==> config.mk <==
export PLATFORM = sky130hd
export DESIGN_NAME = hazard_scoreboard
export DESIGN_NICKNAME = d
export VERILOG_FILES = /design/src/rtl/hazard_scoreboard.sv
export SDC_FILE = /design/constraint.sdc
export NUM_CORES = 1
export LEC_CHECK = 0
export CAP_MARGIN = 20
export CORE_MARGIN = 4
export CORE_UTILIZATION = 51
export CTS_CLUSTER_SIZE = 24
export DETAILED_ROUTE_END_ITERATION = 6
export PLACE_DENSITY = 0.81
export SLEW_MARGIN = 10
export SYNTH_ARGS = -nofsm -noshare
export SYNTH_HDL_FRONTEND = slang
export SYNTH_SLANG_ARGS = --single-unit
==> constraint.sdc <==
create_clock -name i_clk -period 2.92 [get_ports i_clk]
set_clock_uncertainty 0.05 [all_clocks]
set_input_delay 0.584 -clock i_clk [delete_from_list [all_inputs] [get_ports i_clk]]
set_output_delay 0.584 -clock i_clk [all_outputs]
set_load 0.02 [all_outputs]
==> src/rtl/hazard_scoreboard.sv <==
// hazard_scoreboard
// Hazard-detection and flush controller for a non-forwarding in-order
// five-stage pipeline. A shift-register scoreboard tracks the destination
// registers of in-flight instructions (slot 0 = EX, slot 1 = MEM, ...).
// Source reads in ID are checked against it to generate stalls. Redirects
// flush the wrong-path stages, and freeze holds the whole pipeline.
//
// Ports
//   i_clk, i_rst_n            clock, synchronous active-low reset
//   i_id_valid                ID holds a real instruction
//   i_id_rs1/rs2, use_rs1/2   ID source registers and their read enables
//   i_id_rd, i_id_rdwren      ID destination register and its write enable
//   i_redirect                instruction in REDIRECT_SLOT changes the PC
//   i_freeze                  multi-cycle EX busy, whole pipeline holds
//   o_pc_wren, o_ifid_wren    PC and IF/ID write enables
//   o_hold                    hold for all registers downstream of ID
//   o_clear[DEPTH:0]          bit i clears the register feeding stage i
//   o_stall_cnt, o_flush_cnt  saturating performance counters
module hazard_scoreboard #(
  parameter int DEPTH         = 3,
  parameter int REDIRECT_SLOT = 1,
  parameter int RF_BYPASS     = 0,
  parameter int CNT_W         = 32
) (
  input  logic             i_clk,
  input  logic             i_rst_n,
  input  logic             i_id_valid,
  input  logic [4:0]       i_id_rs1,
  input  logic [4:0]       i_id_rs2,
  input  logic             i_id_use_rs1,
  input  logic             i_id_use_rs2,
  input  logic [4:0]       i_id_rd,
  input  logic             i_id_rdwren,
  input  logic             i_redirect,
  input  logic             i_freeze,
  output logic             o_pc_wren,
  output logic             o_ifid_wren,
  output logic             o_hold,
  output logic [DEPTH:0]   o_clear,
  output logic [CNT_W-1:0] o_stall_cnt,
  output logic [CNT_W-1:0] o_flush_cnt
);

  // A write-through register file serves the oldest slot's value to ID
  // directly, so that slot need not block.
  localparam int NCHK = (RF_BYPASS != 0) ? DEPTH - 1 : DEPTH;

  typedef enum logic [2:0] {
    M_RESET,
    M_FREEZE,
    M_REDIRECT,
    M_STALL,
    M_ISSUE
  } mode_e;

  logic [DEPTH-1:0]      vld_q, vld_d, vld_sh;
  logic [DEPTH-1:0][4:0] rd_q, rd_d, rd_sh;
  logic [CNT_W-1:0]      stall_q, stall_d, flush_q, flush_d;
  logic                  hit_rs1, hit_rs2, hazard;
  mode_e                 mode;

  always_comb begin
    hit_rs1 = 1'b0;
    hit_rs2 = 1'b0;
    for (int k = 0; k < DEPTH; k++) begin
      if (k < NCHK && vld_q[k] && rd_q[k] != 5'd0) begin
        if (rd_q[k] == i_id_rs1) hit_rs1 = 1'b1;
        if (rd_q[k] == i_id_rs2) hit_rs2 = 1'b1;
      end
    end
    hazard = i_id_valid &
             ((i_id_use_rs1 & (i_id_rs1 != 5'd0) & hit_rs1) |
              (i_id_use_rs2 & (i_id_rs2 != 5'd0) & hit_rs2));
  end

  always_comb begin
    if (!i_rst_n)        mode = M_RESET;
    else if (i_freeze)   mode = M_FREEZE;
    else if (i_redirect) mode = M_REDIRECT;
    else if (hazard)     mode = M_STALL;
    else                 mode = M_ISSUE;
  end

  // Scoreboard advanced by one stage with an empty slot 0.
  always_comb begin
    vld_sh    = '0;
    rd_sh     = '0;
    for (int k = 1; k < DEPTH; k++) begin
      vld_sh[k] = vld_q[k-1];
      rd_sh[k]  = rd_q[k-1];
    end
  end

  always_comb begin
    o_pc_wren   = 1'b0;
    o_ifid_wren = 1'b0;
    o_hold      = 1'b0;
    o_clear     = '0;
    vld_d       = vld_q;
    rd_d        = rd_q;
    stall_d     = stall_q;
    flush_d     = flush_q;
    case (mode)
      M_RESET: begin
        o_clear = '1;
      end
      M_FREEZE: begin
        o_hold = 1'b1;
      end
      M_REDIRECT: begin
        o_pc_wren   = 1'b1;
        o_ifid_wren = 1'b1;
        for (int i = 0; i <= DEPTH; i++) o_clear[i] = (i <= REDIRECT_SLOT + 1);
        vld_d = vld_sh;
        rd_d  = rd_sh;
        // Everything younger than the redirecting instruction is wrong path;
        // the redirecting instruction itself lands in REDIRECT_SLOT+1.
        for (int k = 0; k < DEPTH; k++) if (k <= REDIRECT_SLOT) vld_d[k] = 1'b0;
        if (flush_q != '1) flush_d = flush_q + CNT_W'(1);
      end
      M_STALL: begin
        o_clear[1] = 1'b1;
        vld_d      = vld_sh;
        rd_d       = rd_sh;
        if (stall_q != '1) stall_d = stall_q + CNT_W'(1);
      end
      default: begin
        o_pc_wren   = 1'b1;
        o_ifid_wren = 1'b1;
        vld_d       = vld_sh;
        rd_d        = rd_sh;
        vld_d[0]    = i_id_valid & i_id_rdwren & (i_id_rd != 5'd0);
        rd_d[0]     = i_id_rd;
      end
    endcase
  end

  always_ff @(posedge i_clk) begin
    if (!i_rst_n) begin
      vld_q   <= '0;
      rd_q    <= '0;
      stall_q <= '0;
      flush_q <= '0;
    end else begin
      vld_q   <= vld_d;
      rd_q    <= rd_d;
      stall_q <= stall_d;
      flush_q <= flush_d;
    end
  end

  assign o_stall_cnt = stall_q;
  assign o_flush_cnt = flush_q;

endmodule

==> results.md <==
* Violated checks: setup timing
* Count of flip-flops with a built-in enable after synthesis at 0
* Unique masters post-synth at 51
* Final WS setup at -162 ps
* Total Die Area at roughly 0.01 sq mm
* Largest net degree at the start of global routing at a little under 70
* Total Routing Usage GR at around a quarter
* Vias in the first global route at approximately 4,100
* VDD IR-drop max at around 0.22 mV
* Crit end category: output pin
* # rows at 33
* # setup viols final at 3
* Worst EP required at around 2300 ps
* # DRC at 0
* Register bit total from synthesis at between 80 and 90
* # fillers at roughly 620
* Startpoint Class: flop
* Initial DRC count at 254
* Vias at ~4,300
* Multi-input combinational cell area at ~0.0026 sq mm
* Unrepaired setup endpoints after global routing: yes
* Post-DR vias/cell at ~5.7
* WS Path Type: reg2out
* Pwr dens at 358 mW/mm^2
* Initial Util at a little over half
* Register area share after synthesis at ~39%
* Share of cells above drive strength 1 at ~16%
* Worst EP arrival at approximately 2500 ps
* Final Hold Vio Count at 0
* Clock transition at the registers of the reported paths at ~80 ps
* Worst skew pair latency at 350 ps
* Most frequent cells in the layout: clkdlybuf4s50_1, dfxtp_1, nor2_1
* Total core area at a little over 0.008 sq mm
* WL per Instance at between 15 and 20 um
* Initial antenna violation count at 0
* Num CTS Buffers at 9
* GP Congestion at roughly 0.99
* Max Cap Violations at 0
* Post-DP HPWL at a little under 9 mm
* First-pass GRT wire length at around 20 mm
* Clock Root Buffer: clkbuf_8
* Number of I/O port buffers at between 90 and 100
* Min Clock Period, post-route at between 3000 and 4000 ps
* Max Transition Viols Final at 0
* Status: complete, but fails checks
* Die Wd at just under 100 um
* Max Clk Rate at ~320 MHz
* Slew HR at 52.0%
* Post-Syn Area per Cell at between 8 and 9 sq um
* Clock sinks at 82
* Commonest non-fill, non-tap cell in the layout: clkdlybuf4s50_1
* Tcrit/Tclk final at 106%
* Synth async-reset ratio at 0%
* Yosys warns at 0
* Worst hold path class: reg2reg
* Fin nets at 657
* Clk buf depth at 2
* Post-synth top flop: dfxtp_1
* Antenna Cells at 0
* GR Overflow Total at 0
* Slew of the pin with the lowest slew margin at approximately 720 ps
* Seq. cell area at 0.00164 sq mm
* Area Growth Syn to Fin at 39.6%
* Final core occ at between 70 and 80%
* Post-route ant nets at 0
* H-tree level count at 3
* CP max FO at 3
* Syn Nets at approximately 520
* Synth Instances at about 500
* Number of detailed-route iterations in the first pass at 4
* IO Count at 94
* CTS tree: yes
* Die Height at between 90 and 100 um
* Routed wire length at around 12 mm
* Leak pwr at between 2 and 2.5 nW
* Tot Pwr at between 2 and 2.5 mW
* Cell area after synthesis at between 0.004 and 0.005 sq mm
[critical path, cell delays in order (launching register included)]
cell	delay, ps
dfxtp_2	330
or4_4	540
o21ai_4	170
buf_6	120
nor4_4	40
o31ai_4	270
nand2_2	130
buf_6	140
a31o_4	220
buf_6	120
[stage by stage]
stage               instances  hold WS [ps]  TNS (ps)  instance area (sq um)  setup slack, ps
finish                    741           440      -399                   5950             -162
global route              741           487      -714                   5950             -236
CTS                       739           443      -273                   5870             -120
detailed placement        721           431     -8780                   5600             -702
global placement          721           415     -4120                   5600             -614
floorplan                 499           385         0                   4280             22.5
[flip-flops by register name, indices dropped and copies added, names as in the netlist]
signal / cells
o_stall_cnt: 32
vld_q: 3
rd_q: 15
o_flush_cnt: 32
[cells in the mapped netlist, drive strengths merged, types with 8 or more instances]
| cell type | count | share of area, % |
|---|---|---|
| a2111oi | 12 | 3.1 |
| a21oi | 16 | 1.9 |
| buf | 9 | 1.1 |
| clkbuf | 14 | 1.2 |
| dfxtp | 82 | 39 |
| inv | 21 | 1.9 |
| mux2i | 18 | 4.2 |
| nand2 | 33 | 3.0 |
| nand3 | 37 | 4.3 |
| nand4 | 19 | 2.8 |
| nor2 | 58 | 5.1 |
| nor3 | 19 | 2.3 |
| nor4 | 9 | 1.5 |
| o21ai | 8 | 0.94 |
| or4 | 8 | 1.5 |
| xnor2 | 44 | 9.0 |
| xor2 | 25 | 5.1 |
[where the power goes]
part	total, mW	internal [mW]	switching, mW
clock	0.814	0.411	0.403
combinational	0.188	0.0892	0.0989
sequential	1.13	1.12	0.00600
total	2.13	1.62	0.508
[final cells by class]
| type | count | share of cell area, % |
|---|---|---|
| Timing Repair Buffer | 145 | 22.3 |
| Clock buffer | 10 | 2.31 |
| Tap cell | 105 | 2.21 |
| Sequential cell | 82 | 27.6 |
| Multi-Input combinational cell | 372 | 43.2 |
| Inverter | 22 | 1.39 |
| Clock inverter | 5 | 0.925 |
[cells by family (layout without fill, tap and decap cells)]
group	Yosys count	after routing	share of synthesized area (%)
AO/OA/AOI/OAI	68	68	12.5
buffers and inverters	45	182	4.23
XOR/XNOR	69	69	14.2
flip-flops	82	82	38.5
AND/OR/NAND/NOR	215	215	25.7
multiplexers	18	18	4.23
adder cells (fa/ha/maj)	2	2	0.587
[layer usage]
layer  wire length (um)  part of all wire (%)  track usage, %  up-vias
met5                  0                     0               0        -
met4                314                   2.6            8.09        0
met3                837                   6.9            5.96       36
met2               6050                    50            41.3      157
met1               4890                    40            30.0     2032
li1                   -                     -               -     2032
[final timing paths]
kind,to,cells after the start,slack (ps),startpoint
max,o_clear[1],9,-160,rd_q[12]
min,o_stall_cnt[30],2,440,o_stall_cnt[30]
max reg2reg,rd_q[1],10,260,rd_q[12]
min reg2reg,o_stall_cnt[30],2,440,o_stall_cnt[30]
[timing repair]
item / in CTS / in global routing
hold buffers: 0 / 0
pin swaps: 7 / 4
gates resized for setup: 37 / 23
gates cloned: 0 / 1
buffers inserted: 3 / 1
endpoints found under the setup margin: 3 / 13
Note: power is estimated with default switching activity, not from simulation.
